$ cat src/rtl/rflp_sram_ctrl_if.sv
// rtl/rflp_sram_ctrl_if.sv - request/response/clear bundle between datapath and rflp_sram_ctrl
//
// Purpose : groups the controller's handshake signals so they travel as one port.
// Signals : REQ_VALID/REQ_READY/REQ_WR/REQ_ADDR/REQ_WDATA  single-word request channel
//           RSP_VALID/RSP_RDATA                            read response channel (no backpressure)
//           CLR_REQ                                        one-cycle pulse starting a fill sweep
//           INIT_DONE                                      high while no sweep is active
// Modports: master = datapath side, slave = controller side.
interface rflp_sram_ctrl_if #(
  parameter int DW = 26,
  parameter int AW = 8
);
  logic          REQ_VALID;
  logic          REQ_READY;
  logic          REQ_WR;
  logic [AW-1:0] REQ_ADDR;
  logic [DW-1:0] REQ_WDATA;
  logic          RSP_VALID;
  logic [DW-1:0] RSP_RDATA;
  logic          CLR_REQ;
  logic          INIT_DONE;

  modport master (
    output REQ_VALID, REQ_WR, REQ_ADDR, REQ_WDATA, CLR_REQ,
    input  REQ_READY, RSP_VALID, RSP_RDATA, INIT_DONE
  );

  modport slave (
    input  REQ_VALID, REQ_WR, REQ_ADDR, REQ_WDATA, CLR_REQ,
    output REQ_READY, RSP_VALID, RSP_RDATA, INIT_DONE
  );
endinterface

$ cat src/rtl/rflp_sram_ctrl.sv
// rtl/rflp_sram_ctrl.sv - initiator-side controller for the 256x26 register-file SRAM macro
//
// Purpose : services single-word read/write requests against the macro, and sweeps every
//           word to FILL after reset and on CLR_REQ before accepting requests.
// Ports   : CLK, RST       clock (rising edge) and asynchronous active-high reset
//           bus (slave)    request/response/clear handshake, see rflp_sram_ctrl_if
//           NCE, NWRT      macro chip enable / write enable, active low
//           RA, CA         macro row / column address, {RA,CA} = word address
//           DIN            macro write data
//           DO             macro read data, valid shortly after the edge that sampled the read
module rflp_sram_ctrl #(
  parameter int            DW   = 26,
  parameter int            AW   = 8,
  parameter int            CAW  = 2,
  parameter logic [DW-1:0] FILL = '0
) (
  input  logic              CLK,
  input  logic              RST,
  rflp_sram_ctrl_if.slave   bus,
  output logic              NCE,
  output logic              NWRT,
  output logic [AW-CAW-1:0] RA,
  output logic [CAW-1:0]    CA,
  output logic [DW-1:0]     DIN,
  input  logic [DW-1:0]     DO
);

  typedef enum logic {
    S_CLR = 1'b0,
    S_RUN = 1'b1
  } state_t;

  state_t        state;
  logic [AW-1:0] cnt;
  logic          nce_q;
  logic          nwrt_q;
  logic [AW-1:0] addr_q;
  logic [DW-1:0] din_q;
  logic [1:0]    rd_pipe;
  logic          rsp_valid_q;
  logic [DW-1:0] rsp_rdata_q;
  logic          req_ready_q;
  logic          init_done_q;
  logic          acc;

  // REQ_READY is only ever high in RUN, so it alone qualifies acceptance.
  assign acc = bus.REQ_VALID && req_ready_q;

  always_ff @(posedge CLK or posedge RST) begin
    if (RST) begin
      state       <= S_CLR;
      cnt         <= '0;
      nce_q       <= 1'b1;
      nwrt_q      <= 1'b1;
      addr_q      <= '0;
      din_q       <= '0;
      rd_pipe     <= '0;
      rsp_valid_q <= 1'b0;
      rsp_rdata_q <= '0;
      req_ready_q <= 1'b0;
      init_done_q <= 1'b0;
    end else begin
      // Read pipeline runs regardless of state so reads issued just before a
      // clear still return: stage 0 = pins driven, stage 1 = DO valid next edge.
      rd_pipe     <= {rd_pipe[0], acc && !bus.REQ_WR};
      rsp_valid_q <= rd_pipe[1];
      if (rd_pipe[1]) begin
        rsp_rdata_q <= DO;
      end
      nce_q  <= 1'b1;
      nwrt_q <= 1'b1;
      case (state)
        S_CLR: begin
          nce_q  <= 1'b0;
          nwrt_q <= 1'b0;
          addr_q <= cnt;
          din_q  <= FILL;
          // The edge that issues the last write also opens the request port,
          // so the sweep occupies exactly 2^AW cycles and never wraps.
          if (cnt == '1) begin
            state       <= S_RUN;
            req_ready_q <= 1'b1;
            init_done_q <= 1'b1;
          end else begin
            cnt <= cnt + 1'b1;
          end
        end
        S_RUN: begin
          if (acc) begin
            nce_q  <= 1'b0;
            nwrt_q <= ~bus.REQ_WR;
            addr_q <= bus.REQ_ADDR;
            if (bus.REQ_WR) begin
              din_q <= bus.REQ_WDATA;
            end
          end
          // A request accepted on this same edge has already been issued above.
          if (bus.CLR_REQ) begin
            state       <= S_CLR;
            req_ready_q <= 1'b0;
            init_done_q <= 1'b0;
            cnt         <= '0;
          end
        end
        default: state <= S_CLR;
      endcase
    end
  end

  assign NCE           = nce_q;
  assign NWRT          = nwrt_q;
  assign RA            = addr_q[AW-1:CAW];
  assign CA            = addr_q[CAW-1:0];
  assign DIN           = din_q;
  assign bus.REQ_READY = req_ready_q;
  assign bus.RSP_VALID = rsp_valid_q;
  assign bus.RSP_RDATA = rsp_rdata_q;
  assign bus.INIT_DONE = init_done_q;

endmodule
$ cat src/flat_wrapper.sv
// flat-port wrapper written by rule: the top's interface ports become plain ports
module rflp_sram_ctrl_flat 
#(
  parameter int            DW   = 26,
  parameter int            AW   = 8,
  parameter int            CAW  = 2,
  parameter logic [DW-1:0] FILL = '0
)
  (CLK, RST, NCE, NWRT, RA, CA, DIN, DO, bus_REQ_VALID, bus_REQ_WR, bus_REQ_ADDR, bus_REQ_WDATA, bus_CLR_REQ, bus_REQ_READY, bus_RSP_VALID, bus_RSP_RDATA, bus_INIT_DONE);
  rflp_sram_ctrl_if #(.DW(DW), .AW(AW)) bus_i ();
  input  logic CLK;
  input  logic RST;
  output logic NCE;
  output logic NWRT;
  output logic [AW-CAW-1:0] RA;
  output logic [CAW-1:0] CA;
  output logic [DW-1:0] DIN;
  input  logic [DW-1:0] DO;
  input wire logic [$bits(bus_i.REQ_VALID)-1:0] bus_REQ_VALID;
  input wire logic [$bits(bus_i.REQ_WR)-1:0] bus_REQ_WR;
  input wire logic [$bits(bus_i.REQ_ADDR)-1:0] bus_REQ_ADDR;
  input wire logic [$bits(bus_i.REQ_WDATA)-1:0] bus_REQ_WDATA;
  input wire logic [$bits(bus_i.CLR_REQ)-1:0] bus_CLR_REQ;
  output wire logic [$bits(bus_i.REQ_READY)-1:0] bus_REQ_READY;
  output wire logic [$bits(bus_i.RSP_VALID)-1:0] bus_RSP_VALID;
  output wire logic [$bits(bus_i.RSP_RDATA)-1:0] bus_RSP_RDATA;
  output wire logic [$bits(bus_i.INIT_DONE)-1:0] bus_INIT_DONE;
  assign bus_i.REQ_VALID = bus_REQ_VALID;
  assign bus_i.REQ_WR = bus_REQ_WR;
  assign bus_i.REQ_ADDR = bus_REQ_ADDR;
  assign bus_i.REQ_WDATA = bus_REQ_WDATA;
  assign bus_i.CLR_REQ = bus_CLR_REQ;
  assign bus_REQ_READY = bus_i.REQ_READY;
  assign bus_RSP_VALID = bus_i.RSP_VALID;
  assign bus_RSP_RDATA = bus_i.RSP_RDATA;
  assign bus_INIT_DONE = bus_i.INIT_DONE;
  rflp_sram_ctrl #(.DW(DW), .AW(AW), .CAW(CAW), .FILL(FILL)) u_core (.CLK(CLK), .RST(RST), .bus(bus_i), .NCE(NCE), .NWRT(NWRT), .RA(RA), .CA(CA), .DIN(DIN), .DO(DO));
endmodule
$ cat config.mk
export PLATFORM = sky130hd
export DESIGN_NAME = rflp_sram_ctrl_flat
export DESIGN_NICKNAME = d
export VERILOG_FILES = /design/src/rtl/rflp_sram_ctrl_if.sv /design/src/rtl/rflp_sram_ctrl.sv /design/src/flat_wrapper.sv
export SDC_FILE = /design/constraint.sdc
export NUM_CORES = 1
export LEC_CHECK = 0
export CORE_ASPECT_RATIO = 1.5
export CORE_MARGIN = 2
export CORE_UTILIZATION = 45
export CTS_CLUSTER_DIAMETER = 50
export DETAILED_ROUTE_END_ITERATION = 8
export MAX_ROUTING_LAYER = met4
export PLACE_DENSITY = 0.82
export SLEW_MARGIN = 40
export SYNTH_ARGS = -nofsm -noshare
export SYNTH_HDL_FRONTEND = slang
export SYNTH_SLANG_ARGS = --single-unit
export TNS_END_PERCENT = 100
$ cat constraint.sdc
create_clock -name CLK -period 6.4 [get_ports CLK]
set_input_delay 1.28 -clock CLK [delete_from_list [all_inputs] [get_ports CLK]]
set_output_delay 1.28 -clock CLK [all_outputs]
set_load 0.01 [all_outputs]
==> impl_metrics.xml <==
<?xml version="1.0" encoding="UTF-8"?>
<metrics>
  <group name="synth">
    <metric name="largest_family_of_logic_cells_by_synthesized_area" unit="">multiplexers</metric>
    <metric name="synth-compound-area-share" unit="%">13.3</metric>
    <metric name="syn_area" unit="sq mm">0.00294</metric>
    <metric name="yosys_warning_total" unit="">0</metric>
    <metric name="synth.avg_cell_area" unit="sq um">14.2</metric>
    <metric name="synthCells" unit="">207</metric>
    <metric name="post_synth_num_cell_types" unit="">34</metric>
    <metric name="muxShareOfSynthArea" unit="%">13.4</metric>
    <metric name="synth-xor-area-share" unit="%">0</metric>
    <metric name="number_of_register_bits_inferred_by_synthesis" unit="">75</metric>
    <metric name="post_synth_and_or_nand_nor_area_fraction" unit="%">5.53</metric>
    <metric name="postSynthNetCount" unit="">273</metric>
    <metric name="sequential_cell_area_fraction_in_the_yosys_report" unit="%">63.9</metric>
    <metric name="synthesized_area_fraction_occupied_by_adder_cells" unit="%">0.426</metric>
  </group>
  <group name="worst_setup_path">
    <metric name="worst_ep_arrival_time" unit="ns">1.41</metric>
    <metric name="path_delay_family" unit="">buffers and inverters</metric>
    <metric name="crit_path_start_kind" unit="">flop</metric>
    <metric name="worstPathCellList" unit="">clkdlybuf4s50_1</metric>
    <metric name="worst-path-buf-inv" unit="">1</metric>
    <metric name="cp_data_required_time" unit="ns">5.12</metric>
    <metric name="critical-path-max-stage-delay" unit="ns">0.59</metric>
    <metric name="timing.critical_path.fanout_max" unit="">7</metric>
    <metric name="critical_path.startpoint" unit="">u_core.bus.REQ_READY</metric>
    <metric name="worst_setup_path_end_kind" unit="">output pin</metric>
    <metric name="reg2reg_from" unit="">u_core.state</metric>
    <metric name="worstSetupPathType" unit="">reg -&gt; out</metric>
    <metric name="critical_path.slowest_cell" unit="">clkdlybuf4s50_1</metric>
  </group>
  <group name="cells_and_area">
    <metric name="area_overhead_of_the_layout_relative_to_synthesis" unit="%">53.6</metric>
    <metric name="final_cell_area" unit="sq mm">0.00451</metric>
    <metric name="post_route_cells_drive_above_1_share" unit="%">16.7</metric>
    <metric name="final_nets" unit="">402</metric>
    <metric name="final-instance-count-excl-fill" unit="">417</metric>
    <metric name="num_antenna_cells" unit="">0</metric>
  </group>
  <group name="timing">
    <metric name="timing.final.setup_violations" unit="">0</metric>
    <metric name="grt_setup_unrepaired" unit="">no</metric>
    <metric name="post-route-min-period" unit="ns">2.69</metric>
    <metric name="slew_viol_final" unit="">0</metric>
    <metric name="totalNegativeSetupSlack" unit="ns">0</metric>
    <metric name="tightestPinTransition" unit="ns">0.761</metric>
    <metric name="final.hold.worst_slack" unit="ns">0.345</metric>
    <metric name="min_period_over_period" unit="%">42.1</metric>
    <metric name="timing.fmax" unit="MHz">371</metric>
    <metric name="fin_skew" unit="ns">0.0117</metric>
    <metric name="hold_viol_final" unit="">0</metric>
    <metric name="final_critical_path_setup_slack" unit="ns">3.71</metric>
    <metric name="max_slew_margin" unit="%">49.3</metric>
  </group>
  <group name="clock_network">
    <metric name="cts.htree.levels" unit="">3</metric>
    <metric name="worstSkewPairLatency" unit="ns">0.34</metric>
    <metric name="tritoncts_clock_tree" unit="">built</metric>
    <metric name="post-cts-setup-buffers" unit="">0</metric>
    <metric name="clock-root-buffer" unit="">clkbuf_8</metric>
    <metric name="cts_made_buffers" unit="">9</metric>
    <metric name="cts_num_sinks" unit="">75</metric>
    <metric name="postCtsHoldBufs" unit="">0</metric>
    <metric name="clock_path_buffers" unit="">2</metric>
    <metric name="postCtsResizedCells" unit="">0</metric>
    <metric name="cts_clk_pin_slew_worst_paths" unit="ns">0.08</metric>
  </group>
  <group name="pwr">
    <metric name="power_leakage" unit="uW">0.00194</metric>
    <metric name="ir_worst_vdd" unit="uV">207</metric>
    <metric name="p_per_area" unit="mW/mm^2">302</metric>
  </group>
  <group name="global_routing">
    <metric name="grt_util_met1" unit="%">23.3</metric>
    <metric name="global_route_track_usage_on_met2" unit="%">35.5</metric>
    <metric name="grt_start_max_net_pins" unit="">76</metric>
    <metric name="grt-busiest-layer" unit="">met2</metric>
    <metric name="global_route_wire_length_before_repair" unit="um">11100</metric>
    <metric name="grt_pass1_vias" unit="">2258</metric>
    <metric name="grt_use_total" unit="%">20.8</metric>
    <metric name="grt_overflow" unit="">0</metric>
    <metric name="grt_antenna_before_repair" unit="">0</metric>
    <metric name="use_met3" unit="%">5.08</metric>
  </group>
  <group name="die">
    <metric name="ioPinCount" unit="">130</metric>
    <metric name="total_number_of_placement_rows" unit="">36</metric>
    <metric name="floorplan.die_area" unit="sq mm">0.00721</metric>
    <metric name="die_h" unit="um">103</metric>
    <metric name="core_area" unit="sq mm">0.00640</metric>
    <metric name="start_util" unit="%">46.0</metric>
    <metric name="chipWidth" unit="um">70.0</metric>
  </group>
  <group name="worst_hold_path">
    <metric name="hold_path.startpoint" unit="">u_core.rd_pipe[0]</metric>
    <metric name="hold_class" unit="">reg -&gt; reg</metric>
  </group>
  <group name="placement">
    <metric name="half_perimeter_wire_length_after_placement" unit="um">5120</metric>
    <metric name="io_buffers" unit="">129</metric>
    <metric name="detailed_place.area" unit="sq mm">0.00427</metric>
    <metric name="place_congestion" unit="">0.888</metric>
    <metric name="dpl.cell_count" unit="">401</metric>
    <metric name="preCtsSetupSlack" unit="ns">3.48</metric>
  </group>
  <group name="route">
    <metric name="remaining_drc_errors" unit="">0</metric>
    <metric name="routed_wire_length_per_instance" unit="um">17.0</metric>
    <metric name="drtPass1Iterations" unit="">4</metric>
    <metric name="postRouteAntennaNets" unit="">0</metric>
    <metric name="avgViaCountPerCell" unit="">5.33</metric>
    <metric name="drt_wl_total" unit="um">7070</metric>
    <metric name="drt_iter0_markers" unit="">117</metric>
    <metric name="vias" unit="">2224</metric>
  </group>
  <group name="status">
    <metric name="outcome" unit="">completed</metric>
  </group>
  <group name="flow_run">
    <metric name="max_cap_viol_count" unit="">0</metric>
  </group>
</metrics>
## registers in the layout (all words and copies together) (netlist names)
signal,flops
u_core.DIN,26
u_core.bus.RSP_RDATA,26
u_core.addr_q,8
u_core.cnt,8
u_core.rd_pipe,2
u_core.NCE,1
u_core.NWRT,1
u_core.bus.REQ_READY,1
u_core.bus.RSP_VALID,1
u_core.state,1
## report_power, final
group	switching [uW]	total, uW	internal, uW	leakage [uW]
Clock	178	440	262	0.000120
Combinational	116	309	194	0.000879
Sequential	67.0	614	547	0.000938
## final cells by class
cell class / instances / area [sq um]
Clock inverter: 7 / 124
Fill cell: 470 / 1880
Inverter: 3 / 11.3
Timing Repair Buffer: 131 / 1310
Sequential cell: 75 / 1880
Multi-Input combinational cell: 116 / 966
Tap cell: 76 / 95.1
Clock buffer: 9 / 124
## cells by family after synthesis
logic type | after synthesis
and+or+nand+nor | 29
DFF | 75
AOI/OAI and AO/OA | 50
muxes | 36
adders and majority gates | 1
buffers and inverters | 16
## path summary, 6_finish.rpt
| path | to | slack [ns] | depth (start not counted) |
|---|---|---|---|
| worst max register to register | u_core.DIN[15] | 4.37 | 3 |
| worst min-delay path | u_core.rd_pipe[1] | 0.34 | 0 |
| max in group asynchronous | u_core.rd_pipe[1] | 4.50 | 3 |
| min in group asynchronous | u_core.bus.RSP_RDATA[13] | 1.43 | 3 |
| worst min register to register | u_core.rd_pipe[1] | 0.34 | 0 |
| worst max-delay path | bus_REQ_READY | 3.71 | 1 |
## cell usage after synthesis
| cell type | count | area share [%] |
|---|---|---|
| dfrtp_1 | 73 | 62 |
| a22o_1 | 27 | 8.0 |
| mux2_2 | 27 | 10 |
| a21oi_1 | 12 | 2.0 |
| mux2i_1 | 9 | 3.1 |
| nor2_1 | 9 | 1.1 |
| buf_2 | 6 | 1.0 |
| and3_1 | 5 | 1.1 |
| buf_4 | 4 | 1.0 |
| inv_1 | 3 | 0.38 |
| nand3_1 | 3 | 0.51 |
| a31o_2 | 2 | 0.60 |
| and2_1 | 2 | 0.43 |
| buf_6 | 2 | 0.77 |
| dfstp_2 | 2 | 1.8 |
| nand2_1 | 2 | 0.26 |
| o21ai_0 | 2 | 0.34 |
| a311oi_1 | 1 | 0.30 |
| a31oi_1 | 1 | 0.21 |
| a41oi_1 | 1 | 0.30 |
| and4_1 | 1 | 0.30 |
| clkbuf_2 | 1 | 0.17 |
| ha_1 | 1 | 0.43 |
| nand2_2 | 1 | 0.21 |
| nand2b_1 | 1 | 0.21 |
| nand3_2 | 1 | 0.34 |
| nand4_1 | 1 | 0.21 |
| nand4_2 | 1 | 0.43 |
| nor2_2 | 1 | 0.21 |
| nor2b_1 | 1 | 0.21 |
| o2111a_1 | 1 | 0.38 |
| o221a_2 | 1 | 0.38 |
| o2bb2ai_1 | 1 | 0.30 |
| o31ai_2 | 1 | 0.43 |
## cells in the final DEF, fill, tap and decap left out, types with 5 or more instances in the layout
cell	count
a21oi_1	12
a22o_1	27
nor2_1	9
mux2i_1	9
and3_1	5
clkdlybuf4s50_1	129
clkbuf_8	9
dfrtp_1	72
mux2_2	27
## stage by stage
step / total power (uW) / util (%)
after floorplan: 758 / -
after global placement: 919 / 66.4
after detailed placement: 932 / 66.7
after CTS: 1380 / 70.6
after global routing: 1430 / 70.6
final: 1360 / 70.6
## routing by layer
layer  part of all wire, %  routed length, um
met4                   2.0                138
met2                    56               3960
met5                     0                  0
met1                    37               2630
met3                   4.9                348
No activity file was read; power rests on OpenSTA's default activity.
